`src/rtl/otter_mem_pkg.sv`:
```
// Shared types and lane helpers for the OTTER memory stage.
package otter_mem_pkg;

    typedef enum logic {
        IDLE = 1'b0,
        WAIT = 1'b1
    } ms_state_t;

    localparam logic [1:0] SZ_BYTE = 2'd0;
    localparam logic [1:0] SZ_HALF = 2'd1;
    localparam logic [1:0] SZ_WORD = 2'd2;

    // Size code 3 is treated as a word, the same as SZ_WORD.
    function automatic logic [3:0] be_gen(input logic [1:0] size, input logic [1:0] addr_lo);
        logic [3:0] be;
        case (size)
            SZ_BYTE: be = 4'b0001 << addr_lo;
            SZ_HALF: be = addr_lo[1] ? 4'b1100 : 4'b0011;
            default: be = 4'b1111;
        endcase
        return be;
    endfunction

endpackage

```
`src/rtl/load_align_unit.sv`:
```
// Picks the addressed byte/half out of a read word and sign/zero-extends it.
// Purely combinational; no backpressure.
module load_align_unit
    import otter_mem_pkg::*;
(
    input  logic [31:0] rdata,
    input  logic [1:0]  addr_lo,
    input  logic [1:0]  size,
    input  logic        sign,
    output logic [31:0] data
);

    logic [7:0]  byte_v;
    logic [15:0] half_v;

    always_comb begin
        case (addr_lo)
            2'd0:    byte_v = rdata[7:0];
            2'd1:    byte_v = rdata[15:8];
            2'd2:    byte_v = rdata[23:16];
            default: byte_v = rdata[31:24];
        endcase
        half_v = addr_lo[1] ? rdata[31:16] : rdata[15:0];

        case (size)
            SZ_BYTE: data = {{24{sign & byte_v[7]}}, byte_v};
            SZ_HALF: data = {{16{sign & half_v[15]}}, half_v};
            default: data = rdata;
        endcase
    end

endmodule

```
`src/rtl/memory_access_stage.sv`:
```
// OTTER MEM stage: req/ack data-memory access with lane steering, watchdog; MS_MISALIGN_TRAP_EN adds misalign trap.
// Latency: 1 cycle for non-memory ops, >= 2 cycles for loads/stores (accept, then ack).
// Backpressure: MS_STALL holds EXEC_* upstream from accept until the ack (or timeout) cycle.
module memory_access_stage
    import otter_mem_pkg::*;
#(
    parameter int MAX_WAIT = 15,
    parameter int CNT_W    = 4
) (
    input  logic        MEMORY_CLOCK,
    input  logic        MEMORY_RESET,
    input  logic        EXEC_VALID,
    input  logic [31:0] EXEC_PC_4,
    input  logic [31:0] EXEC_ALU_RESULT,
    input  logic [31:0] EXEC_RS2,
    input  logic [1:0]  EXEC_RF_WR_SEL,
    input  logic        EXEC_REGWRITE,
    input  logic        EXEC_MEMWRITE,
    input  logic        EXEC_MEMREAD2,
    input  logic [1:0]  EXEC_SIZE,
    input  logic        EXEC_SIGN,
    input  logic [4:0]  EX_MS_RD,
    output logic        DM_REQ,
    output logic        DM_WE,
    output logic [31:0] DM_ADDR,
    output logic [31:0] DM_WDATA,
    output logic [3:0]  DM_BE,
    input  logic        DM_ACK,
    input  logic [31:0] DM_RDATA,
    output logic        MS_STALL,
    output logic        MS_VALID,
    output logic [31:0] MS_PC_4,
    output logic [31:0] MS_ALU_RESULT,
    output logic [31:0] MS_LOAD_DATA,
    output logic [1:0]  MS_RF_WR_SEL,
    output logic        MS_REGWRITE,
    output logic [4:0]  MS_RD,
    output logic        MS_ERR
);

    localparam logic [CNT_W-1:0] CNT_LAST = CNT_W'(MAX_WAIT - 1);

    ms_state_t        state, state_nxt;
    logic [CNT_W-1:0] cnt;
    logic             is_mem, accept, misalign, timeout;
    logic [31:0]      wdata_nxt;
    logic [31:0]      align_data;

    logic [1:0]       cap_size;
    logic [1:0]       cap_lo;
    logic             cap_sign;
    logic             cap_load;
    logic [31:0]      cap_pc4;
    logic [31:0]      cap_alu;
    logic [1:0]       cap_wr_sel;
    logic             cap_regwrite;
    logic [4:0]       cap_rd;

    always_comb begin
        is_mem = EXEC_MEMWRITE | EXEC_MEMREAD2;
        accept = (state == IDLE) & EXEC_VALID & is_mem;
`ifdef MS_MISALIGN_TRAP_EN
        misalign = ((EXEC_SIZE == SZ_HALF) & EXEC_ALU_RESULT[0]) |
                   (EXEC_SIZE[1] & (EXEC_ALU_RESULT[1:0] != 2'b00));
`else
        misalign = 1'b0;
`endif
        timeout  = (MAX_WAIT != 0) & (state == WAIT) & (cnt == CNT_LAST) & ~DM_ACK;
        // A trapped misaligned access completes in one cycle, so it must not stall.
        MS_STALL = (accept & ~misalign) | ((state == WAIT) & ~DM_ACK & ~timeout);

        case (EXEC_SIZE)
            SZ_BYTE: wdata_nxt = {4{EXEC_RS2[7:0]}};
            SZ_HALF: wdata_nxt = {2{EXEC_RS2[15:0]}};
            default: wdata_nxt = EXEC_RS2;
        endcase

        state_nxt = state;
        case (state)
            IDLE:    if (accept & ~misalign) state_nxt = WAIT;
            WAIT:    if (DM_ACK | timeout)   state_nxt = IDLE;
            default: state_nxt = IDLE;
        endcase
    end

    load_align_unit u_align (
        .rdata   (DM_RDATA),
        .addr_lo (cap_lo),
        .size    (cap_size),
        .sign    (cap_sign),
        .data    (align_data)
    );

    always_ff @(posedge MEMORY_CLOCK) begin
        if (MEMORY_RESET) begin
            state         <= IDLE;
            cnt           <= '0;
            DM_REQ        <= 1'b0;
            DM_WE         <= 1'b0;
            DM_ADDR       <= '0;
            DM_WDATA      <= '0;
            DM_BE         <= '0;
            MS_VALID      <= 1'b0;
            MS_ERR        <= 1'b0;
            MS_PC_4       <= '0;
            MS_ALU_RESULT <= '0;
            MS_LOAD_DATA  <= '0;
            MS_RF_WR_SEL  <= '0;
            MS_REGWRITE   <= 1'b0;
            MS_RD         <= '0;
            cap_size      <= '0;
            cap_lo        <= '0;
            cap_sign      <= 1'b0;
            cap_load      <= 1'b0;
            cap_pc4       <= '0;
            cap_alu       <= '0;
            cap_wr_sel    <= '0;
            cap_regwrite  <= 1'b0;
            cap_rd        <= '0;
        end else begin
            state    <= state_nxt;
            MS_VALID <= 1'b0;
            MS_ERR   <= 1'b0;
            case (state)
                IDLE: begin
                    if (EXEC_VALID & (~is_mem | misalign)) begin
                        MS_VALID      <= 1'b1;
                        MS_ERR        <= misalign;
                        MS_PC_4       <= EXEC_PC_4;
                        MS_ALU_RESULT <= EXEC_ALU_RESULT;
                        MS_LOAD_DATA  <= '0;
                        MS_RF_WR_SEL  <= EXEC_RF_WR_SEL;
                        MS_REGWRITE   <= EXEC_REGWRITE & ~misalign;
                        MS_RD         <= EX_MS_RD;
                    end else if (accept) begin
                        DM_REQ       <= 1'b1;
                        DM_WE        <= EXEC_MEMWRITE;
                        DM_ADDR      <= {EXEC_ALU_RESULT[31:2], 2'b00};
                        DM_WDATA     <= wdata_nxt;
                        DM_BE        <= be_gen(EXEC_SIZE, EXEC_ALU_RESULT[1:0]);
                        cnt          <= '0;
                        cap_size     <= EXEC_SIZE;
                        cap_lo       <= EXEC_ALU_RESULT[1:0];
                        cap_sign     <= EXEC_SIGN;
                        cap_load     <= ~EXEC_MEMWRITE;
                        cap_pc4      <= EXEC_PC_4;
                        cap_alu      <= EXEC_ALU_RESULT;
                        cap_wr_sel   <= EXEC_RF_WR_SEL;
                        cap_regwrite <= EXEC_REGWRITE;
                        cap_rd       <= EX_MS_RD;
                    end
                end
                WAIT: begin
                    if (DM_ACK | timeout) begin
                        DM_REQ        <= 1'b0;
                        DM_WE         <= 1'b0;
                        MS_VALID      <= 1'b1;
                        MS_ERR        <= ~DM_ACK;
                        MS_PC_4       <= cap_pc4;
                        MS_ALU_RESULT <= cap_alu;
                        MS_LOAD_DATA  <= (DM_ACK & cap_load) ? align_data : 32'd0;
                        MS_RF_WR_SEL  <= cap_wr_sel;
                        MS_REGWRITE   <= cap_regwrite & DM_ACK;
                        MS_RD         <= cap_rd;
                    end else begin
                        cnt <= cnt + 1'b1;
                    end
                end
                default: ;
            endcase
        end
    end

endmodule

```
`config.mk`:
```
export PLATFORM = sky130hd
export DESIGN_NAME = memory_access_stage
export DESIGN_NICKNAME = d
export VERILOG_FILES = /design/src/rtl/otter_mem_pkg.sv /design/src/rtl/load_align_unit.sv /design/src/rtl/memory_access_stage.sv
export SDC_FILE = /design/constraint.sdc
export NUM_CORES = 1
export LEC_CHECK = 0
export ABC_AREA = 1
export ABC_CLOCK_PERIOD_IN_PS = 3950
export BUFFER_PORTS_ARGS = -buffer_cell sky130_fd_sc_hd__buf_2
export CAP_MARGIN = 20
export CORE_MARGIN = 4
export CORE_UTILIZATION = 56
export CTS_CLUSTER_SIZE = 40
export DETAILED_ROUTE_END_ITERATION = 7
export HOLD_SLACK_MARGIN = 0.03
export PLACE_DENSITY = 0.89
export SLEW_MARGIN = 10
export SYNTH_ARGS = -nofsm -noshare
export SYNTH_HDL_FRONTEND = slang
export SYNTH_HIERARCHICAL = 1
export SYNTH_SLANG_ARGS = --single-unit
```
`constraint.sdc`:
```
create_clock -name MEMORY_CLOCK -period 3.95 [get_ports MEMORY_CLOCK]
set_input_delay 0.5925 -clock MEMORY_CLOCK [delete_from_list [all_inputs] [get_ports MEMORY_CLOCK]]
set_output_delay 0.5925 -clock MEMORY_CLOCK [all_outputs]
set_load 0.1 [all_outputs]
```
==> flow_summary_export.csv, run 1 <==
group,metric,value,unit
status,outcome,"completed",
die,core-area,0.0190,mm²
power_and_ir_drop,total_leakage_power,6.79,nW
placement,io_buffers,319,
clock_network,numClockSinks,225,
grt,grt_max_degree,92,
power_and_ir_drop,power.total,6.76,mW
logic_synthesis,syn_area,0.0109,mm²
logic_synthesis,yosysTopAreaCellShare,41.2,%
routing,firstDrtPassIters,6,
timing,layout_min_cycle_time,2790,ps
die,chipWidth,148,µm
routing,drc_errors,0,
worst_setup_path,cp-end-kind,"primary output",
logic_synthesis,ys_types,34,
die,die_y,148,µm
routing,wl,32.2,mm
grt,met1_usage,35.0,%
timing,tns,0,ps
worst_setup_path,cp.required,3360,ps
placement,dpl_cell_area,0.0122,mm²
hold_path,hold_depth,3,
clock_network,clock-root-buffer,"clkbuf_16",
timing,holdWs,316,ps
clock_network,cts_resized,0,
grt,grt_pass1_wl,51.9,mm
clock_network,cts-buffers-inserted,24,
timing,relSlewSlack,39.6,%
timing,finClkSkew,7.45,ps
clock_network,htree_levels,1,
timing,worst_slack,1160,ps
timing,max_freq,0.359,GHz
power_and_ir_drop,peakVddDrop,0.000359,V
logic_synthesis,synth-seq-cells,225,
grt,grt-ovfl-total,0,
grt,grt_pass1_vias,10652,
grt,met3_usage,5.89,%
grt,busiest_layer,"met2",
logic_synthesis,yosysSeqAreaShare,41.2,%
routing,via_per_inst,5.26,
timing,finalHoldViolCount,0,
clock_network,cts_setup_buffers,0,
placement,post-place-ws,1650,ps
die,die_area,0.0218,mm²
cells_and_area,fin_nets,2015,
hold_path,hold_class,"input port to flip-flop",
timing,setup_viol,0,
grt,antenna_found_initial,2,
cells_and_area,design_area,0.0130,mm²
cells_and_area,area_growth,18.9,%
hold_path,hold-path-endpoint,"cap_sign",
clock_network,cts_hold_buf,0,
worst_setup_path,crit_fanout,38,
cells_and_area,layout-drive-gt1-share,21.7,%
worst_setup_path,timing.rr.end,"DM_WDATA[16]",
clock_network,clk-insertion-delay-late,500,ps
timing,slew_viol_final,0,
grt,grtUsageMet2,47.2,%
worst_setup_path,r2r_start,"state",
routing,drt_first_iter_violations,899,
logic_synthesis,yosysTopAreaCell,"dfxtp_1",
worst_setup_path,reg2reg_slack,1580,ps
worst_setup_path,rr_worst_depth,7,
die,core.rowCount,50,
placement,gp_congestion,0.942,
timing,rsz0062_at_grt,"no",
logic_synthesis,ys.warnings.count,6,
clock_network,cts_tree,"built",
worst_setup_path,cp.arrival,2200,ps
grt,track_usage,28.1,%
cells_and_area,finalNonFillerCells,2146,
cells_and_area,final_util,68.5,%
logic_synthesis,synth.area.top_cells,"dfxtp_1 41%, nand2_1 13%, nor2_1 8.4%",
worst_setup_path,worstSetupPathType,"flip-flop to primary output",
logic_synthesis,syn_inst,1651,
worst_setup_path,start_kind,"flip-flop",
routing,vias,11297,
hold_path,min_from,"EXEC_SIGN",
placement,dp_cells,2102,
die,io_pins,322,
job,drv_cap,0,
die,start_util,57.7,%
timing,fin_crit_sh,70.6,%
clock_network,cts_buffer_depth,3,
routing,wl_per_cell,15.0,µm
timing,worstMarginPinSlew,906,ps
routing,detail-route-antenna-nets,0,
placement,hpwl,21.5,mm
logic_synthesis,syn_avg_cell_area,6.62,µm²
clock_network,worst_setup_hold_path_clk_slew,60,ps
power_and_ir_drop,powerDensity,521,mW/mm²
per-layer routing:
metal	wire length, µm	up-vias	part of all wire, %
met5	7	-	0.022
met4	1440	2	4.5
met3	2870	111	8.9
met2	15200	528	47
met1	12700	5074	39
li1	-	5582	-
logic make-up after synthesis:
group / Yosys count / share of synthesized area, %
and+or+nand+nor: 803 / 30.6
other: 1 / 0.0343
AOI/OAI and AO/OA: 290 / 13.8
adders and majority gates: 2 / 0.229
buffers and inverters: 330 / 14.2
DFF: 225 / 41.2
registers in the layout, summed over array words and instances, names as in the netlist, 2 cells and up:
signal	count
DM_BE	4
cap_wr_sel	2
MS_PC_4	32
MS_RF_WR_SEL	2
cap_size	2
cap_rd	5
cnt	4
MS_ALU_RESULT	32
MS_RD	5
MS_LOAD_DATA	32
cap_alu	31
cap_pc4	32
DM_WDATA	32
cell usage in the layout, fill, tap and decap left out, types with 8 or more instances in the layout:
cell type,count
a21oi_1,113
nand2_1,372
buf_4,13
a31oi_1,8
o21ai_0,152
nor2_1,244
inv_1,176
dfxtp_1,224
or2_2,9
o211ai_1,8
nand3_1,161
buf_2,319
clkbuf_16,25
cells in the mapped netlist, drive strengths merged:
cell and n:
a31oi 8, a211oi 2, o21a 1, nand3 164, o21bai 1, buf 105
a21oi 113, dfxtp 225, conb 1, inv 184, nor2 250, nor4 1
o21ai 157, or2 9, o211ai 8, nand2 375, ha 2, nand4 1
nor3 3, clkbuf 41
how the worst max path moves through the flow:
stage                        from     endpoint  slack, ps  cells past startpoint
detailed placement   MEMORY_RESET  cap_pc4[15]       1650                      6
global route                state     MS_STALL       1050                      6
floorplan           EXEC_MEMREAD2     MS_STALL       1770                      4
finish                      state     MS_STALL       1160                      6
CTS                         state     MS_STALL       1170                      6
global placement           DM_ACK     MS_STALL       1690                      5
worst max-delay path: stages (launching register included):
cell	delay, ps
dfxtp_4	470
inv_4	270
nand2_8	100
inv_1	80
nand2_2	50
nand2_1	190
buf_2	510
cell type report:
cell class	count	area (µm²)
tap	260	325
antenna	1	2.50
multi-input combinational	1097	4890
clock inverter	9	76.3
clock buffer	34	719
inverter	184	697
timing repair buffer	336	1770
fill	1639	5970
sequential	225	4510
power breakdown:
part | switching (mW) | internal [mW] | total, mW
clock | 0.929 | 1.33 | 2.26
combinational | 1.57 | 0.369 | 1.94
sequential | 0.113 | 2.45 | 2.56
total | 2.61 | 4.15 | 6.76
Power figures use the tool's default switching activity.
==> inputs of run 2 (changes only) <==
--- a/config.mk
+++ b/config.mk
@@ -6,15 +6,15 @@
 export NUM_CORES = 1
 export LEC_CHECK = 0
 export ABC_AREA = 1
-export ABC_CLOCK_PERIOD_IN_PS = 3950
+export ABC_CLOCK_PERIOD_IN_PS = 2800
 export BUFFER_PORTS_ARGS = -buffer_cell sky130_fd_sc_hd__buf_2
 export CAP_MARGIN = 20
 export CORE_MARGIN = 4
-export CORE_UTILIZATION = 56
+export CORE_UTILIZATION = 52
 export CTS_CLUSTER_SIZE = 40
 export DETAILED_ROUTE_END_ITERATION = 7
 export HOLD_SLACK_MARGIN = 0.03
-export PLACE_DENSITY = 0.89
+export PLACE_DENSITY = 0.83
 export SLEW_MARGIN = 10
 export SYNTH_ARGS = -nofsm -noshare
 export SYNTH_HDL_FRONTEND = slang
==> constraint.sdc (replaced) <==
create_clock -name MEMORY_CLOCK -period 2.8 [get_ports MEMORY_CLOCK]
set_input_delay 0.42 -clock MEMORY_CLOCK [delete_from_list [all_inputs] [get_ports MEMORY_CLOCK]]
set_output_delay 0.42 -clock MEMORY_CLOCK [all_outputs]
set_load 0.1 [all_outputs]
==> flow_summary_export.csv, run 2 (synthesized netlist as in run 1, its figures left out) <==
group,metric,value,unit
power_and_ir_drop,peakVddDrop,0.000494,V
grt,grt_pass1_vias,10433,
clock_network,cts-buffers-inserted,25,
power_and_ir_drop,powerDensity,726,mW/mm²
worst_setup_path,cp.arrival,2080,ps
clock_network,htree_levels,1,
timing,worstMarginPinSlew,816,ps
routing,drc_errors,0,
clock_network,cts_buffer_depth,3,
power_and_ir_drop,p_comb_share,29.1,%
worst_setup_path,slowest_stage,"buf_2",
hold_path,hold_class,"input port to flip-flop",
placement,hpwl,20.9,mm
clock_network,numClockSinks,225,
cells_and_area,layout-drive-gt1-share,21.2,%
worst_setup_path,slowest_delay,480,ps
worst_setup_path,crit_chain,"inv_1 > ha_1 > nand3_1 > nand3_1 > nand2_1 > buf_2",
timing,max_freq,0.400,GHz
cells_and_area,design_area,0.0130,mm²
clock_network,cts_setup_buffers,0,
power_and_ir_drop,clkPwrFrac,32.6,%
worst_setup_path,start_kind,"flip-flop",
die,start_util,53.5,%
power_and_ir_drop,netSwitchingPower,3.63,mW
power_and_ir_drop,p_seq_share,38.3,%
timing,tns,0,ps
die,io_pins,322,
timing,setup_viol,0,
clock_network,cts_tree,"built",
cells_and_area,fin_nets,2016,
routing,firstDrtPassIters,7,
worst_setup_path,crit_buf_inv,2,
power_and_ir_drop,internal_power,5.77,mW
worst_setup_path,crit_fanout,7,
timing,layout_min_cycle_time,2500,ps
die,core-area,0.0204,mm²
timing,fin_crit_sh,89.2,%
power_and_ir_drop,sw_frac_of_total,38.6,%
grt,grt_pass1_wl,51.2,mm
worst_setup_path,worstSetupPathType,"flip-flop to primary output",
routing,via_per_inst,5.13,
timing,rsz0062_at_grt,"no",
power_and_ir_drop,total_leakage_power,6.75,nW
clock_network,clk-insertion-delay-late,520,ps
routing,wl,31.5,mm
grt,grt_max_degree,168,
clock_network,cts_hold_buf,0,
grt,grt-ovfl-total,0,
die,chipWidth,153,µm
placement,dpl_cell_area,0.0122,mm²
placement,gp_congestion,0.908,
routing,wl_per_cell,14.6,µm
worst_setup_path,cp.required,2380,ps
timing,relSlewSlack,45.6,%
timing,slew_viol_final,0,
die,die_y,153,µm
status,outcome,"completed",
clock_network,cts_resized,0,
worst_setup_path,critPathTopFamily,"buffers and inverters",
job,drv_cap,0,
grt,track_usage,25.5,%
timing,finalHoldViolCount,0,
clock_network,worst_setup_hold_path_clk_slew,60,ps
timing,finClkSkew,7.59,ps
clock_network,clock-root-buffer,"clkbuf_16",
cells_and_area,area_growth,18.5,%
routing,vias,11065,
worst_setup_path,cp-end-kind,"primary output",
power_and_ir_drop,power.total,9.40,mW
cells_and_area,final_util,63.4,%
die,core.rowCount,52,
cells_and_area,final_common_cell,"nand2_1",
timing,holdWs,153,ps
die,die_area,0.0234,mm²
routing,drt_first_iter_violations,768,
grt,antenna_found_initial,1,
routing,detail-route-antenna-nets,0,
worst_setup_path,crit_top_cell,"nand3_1",
placement,io_buffers,319,
cells_and_area,final_cell_mix,"372 x nand2_1, 319 x buf_2, 244 x nor2_1",
run 2: changes by cell type in the layout (fill, tap and decap cells not counted), sizes merged:
cell / previous run / this run
clkinv: 8 / 2
inv: 183 / 184
clkbuf: 34 / 40
clkinvlp: 1 / 0
run 2: metal layers:
metal  global-route usage [%]  vias to the layer above  wire length [µm]
met5                        0                        -                 0
met4                     11.8                        0              1280
met3                     5.97                       86              2630
met2                     41.2                      436             14800
met1                     32.4                     4959             12800
li1                         -                     5584                 -
run 2: area by class of cell:
type	count	area (µm²)
antenna	1	2.50
clock inverter	3	47.5
sequential	225	4510
tap	270	338
timing repair buffer	336	1770
fill	1854	7470
inverter	184	697
multi-input combinational	1097	4890
clock buffer	40	702
run 2: worst register-to-register path: stages, from the launching register on:
cell	delay [ps]
dfxtp_1	370
inv_1	70
ha_1	200
nand3_1	130
a21oi_1	110
nor2_4	100
buf_4	520
nor2_1	160
nor2_1	150
run 2: path summary, 6_finish.rpt:
check / from / end / slack, ps / cells after the start
worst max-delay path: cnt[0] / MS_STALL / 300 / 6
worst min-delay path: EXEC_PC_4[25] / cap_pc4[25] / 150 / 3
worst max register to register: cnt[0] / MS_PC_4[16] / 910 / 8
worst min register to register: DM_WDATA[3] / DM_WDATA[3] / 460 / 2
run 2: through the flow:
step / instances / worst slack, ps
final: 2156 / 302
after global routing: 2156 / 138
after CTS: 2155 / 266
after detailed placement: 2112 / 826
after global placement: 2112 / 855
after floorplan: 1652 / 797
run 2: power groups by stage:
stage	Clock, mW	Sequential (mW)	Combinational [mW]
after detailed placement	0	3.66	2.73
after global routing	3.28	3.63	2.92
after global placement	0	3.65	2.70
final	3.07	3.60	2.73
after CTS	3.14	3.60	2.74
after floorplan	0	4.76	1.18
==> inputs of run 3 (changes only) <==
--- a/config.mk
+++ b/config.mk
@@ -5,12 +5,11 @@
 export SDC_FILE = /design/constraint.sdc
 export NUM_CORES = 1
 export LEC_CHECK = 0
-export ABC_AREA = 1
 export ABC_CLOCK_PERIOD_IN_PS = 2800
 export BUFFER_PORTS_ARGS = -buffer_cell sky130_fd_sc_hd__buf_2
 export CAP_MARGIN = 20
 export CORE_MARGIN = 4
-export CORE_UTILIZATION = 52
+export CORE_UTILIZATION = 51
 export CTS_CLUSTER_SIZE = 40
 export DETAILED_ROUTE_END_ITERATION = 7
 export HOLD_SLACK_MARGIN = 0.03
==> flow_summary_export.csv, run 3 <==
group,metric,value,unit
logic_synthesis,ys.warnings.count,6,
timing,fin_crit_sh,94.3,%
clock_network,clock-root-buffer,"clkbuf_16",
grt,grt_pass1_vias,9097,
clock_network,worst_setup_hold_path_clk_slew,60,ps
timing,rsz0062_at_grt,"no",
grt,track_usage,26.1,%
timing,finalHoldViolCount,0,
routing,drt_first_iter_violations,653,
die,io_pins,322,
die,die_area,0.0220,mm²
placement,post-place-ws,374,ps
power_and_ir_drop,total_leakage_power,5.19,nW
worst_setup_path,slowest_stage,"buf_2",
cells_and_area,final_cell_mix,"318 x buf_2, 225 x dfxtp_1, 118 x a21oi_1",
worst_setup_path,cp.required,2380,ps
clock_network,cts_setup_buffers,0,
timing,slew_viol_final,0,
grt,grt_pass1_wl,48.0,mm
power_and_ir_drop,power.total,8.91,mW
routing,firstDrtPassIters,5,
worst_setup_path,cp.arrival,2220,ps
cells_and_area,layout-drive-gt1-share,37.4,%
clock_network,cts_buffer_depth,3,
timing,worst_slack,159,ps
status,outcome,"completed",
die,core.rowCount,51,
timing,relSlewSlack,30.0,%
job,drv_cap,0,
worst_setup_path,start_kind,"flip-flop",
die,core-area,0.0194,mm²
routing,vias,9435,
logic_synthesis,yosysTopAreaCellShare,44.8,%
grt,grt-ovfl-total,0,
cells_and_area,final_common_cell,"buf_2",
logic_synthesis,yosysTopAreaCell,"dfxtp_1",
timing,setup_viol,0,
die,start_util,51.8,%
power_and_ir_drop,peakVddDrop,0.000456,V
worst_setup_path,crit_fanout,7,
clock_network,clk-insertion-delay-late,510,ps
logic_synthesis,async_reset_ff_share,0,%
logic_synthesis,syn_area,0.0100,mm²
timing,finClkSkew,10.2,ps
die,die_y,148,µm
clock_network,cts_tree,"built",
logic_synthesis,synth.area.top_cells,"dfxtp_1 45%, o221a_2 8.0%, a21oi_1 5.9%",
worst_setup_path,worstSetupPathType,"flip-flop to primary output",
grt,antenna_found_initial,5,
logic_synthesis,synth_edf_count,0,
placement,hpwl,19.6,mm
cells_and_area,fin_nets,1429,
worst_setup_path,cp-end-kind,"primary output",
logic_synthesis,yosysMostFrequentCell,"dfxtp_1",
placement,dp_cells,1521,
logic_synthesis,synth-main-ff-cell,"dfxtp_1",
timing,layout_min_cycle_time,2640,ps
power_and_ir_drop,powerDensity,732,mW/mm²
hold_path,hold_class,"input port to flip-flop",
cells_and_area,finalNonFillerCells,1564,
routing,wl_per_cell,19.6,µm
clock_network,cts-buffers-inserted,24,
routing,wl,30.6,mm
routing,drc_errors,0,
clock_network,cts_hold_buf,0,
worst_setup_path,slowest_delay,520,ps
timing,worstMarginPinSlew,1050,ps
routing,detail-route-antenna-nets,0,
logic_synthesis,ys_top_cells_by_count,"225 x dfxtp_1, 118 x a21oi_1, 103 x o21ai_0",
timing,tns,0,ps
logic_synthesis,syn_inst,1063,
logic_synthesis,yosysSeqAreaShare,44.8,%
placement,gp_congestion,0.839,
clock_network,numClockSinks,225,
cells_and_area,final_util,62.8,%
clock_network,htree_levels,1,
placement,io_buffers,319,
clock_network,cts_resized,0,
grt,grt_max_degree,84,
die,chipWidth,148,µm
logic_synthesis,synth-seq-cells,225,
timing,max_freq,0.379,GHz
cells_and_area,area_growth,21.2,%
logic_synthesis,syn_avg_cell_area,9.45,µm²
logic_synthesis,ys_types,50,
routing,via_per_inst,6.03,
worst_setup_path,crit_chain,"inv_1 > ha_1 > and3_1 > o22ai_2 > buf_2",
[run 3: per-stage QoR]
step           instance area [µm²]  hold WS, ps
4_1_cts                      12200          145
2_1_floorplan                10100          449
3_3_place_gp                 11400          451
5_1_grt                      12200          139
6_report                     12200          164
3_5_place_dp                 11400          453
[run 3: power breakdown]
| part | total, mW | switching (mW) | internal (mW) | leakage, nW |
|---|---|---|---|---|
| combinational | 2.25 | 1.76 | 0.489 | 2.97 |
| sequential | 3.52 | 0.119 | 3.40 | 1.84 |
| clock | 3.14 | 1.29 | 1.85 | 0.379 |
[run 3: path summary, 6_finish.rpt]
check,startpoint,cells after the start,slack [ps],to
worst max-delay path,cnt[0],5,160,MS_STALL
worst min-delay path,EXEC_SIGN,3,160,cap_sign
worst max register to register,state,3,430,MS_LOAD_DATA[26]
worst min register to register,MS_LOAD_DATA[7],1,470,MS_LOAD_DATA[7]
[run 3: logic make-up (layout without fill, tap and decap cells)]
family | Yosys count | count (layout) | share of synthesized area, %
adder cells (fa/ha/maj) | 2 | 2 | 0.249
buffers and inverters | 162 | 396 | 8.74
flip-flops | 225 | 225 | 44.8
AND/OR/NAND/NOR | 160 | 160 | 8.08
multiplexers | 33 | 33 | 3.41
AO/OA/AOI/OAI | 480 | 480 | 34.6
other | 1 | 3 | 0.0373
[run 3: routing by layer]
| layer | track usage (%) | share of wire (%) | vias up |
|---|---|---|---|
| met5 | 0 | 0.16 | - |
| met2 | 44.0 | 48 | 419 |
| met3 | 7.07 | 9.1 | 71 |
| met1 | 32.7 | 40 | 4510 |
| met4 | 7.90 | 2.7 | 10 |
| li1 | - | - | 4425 |
[run 3: cell type report]
class,count,area (µm²)
Fill cell,1662,7220
Sequential cell,225,4500
Clock buffer,32,661
Timing Repair Buffer,345,1810
Inverter,9,33.8
Antenna cell,1,2.50
Tap cell,265,332
Clock inverter,10,120
Multi-Input combinational cell,677,4720
[run 3: critical path: cells and delay by family (launching register included)]
kind            cells  cell delay, ps
buf+inv             2             590
compound gates      1             240
simple gates        1             280
flops               1             380
fa+ha+maj           1             220
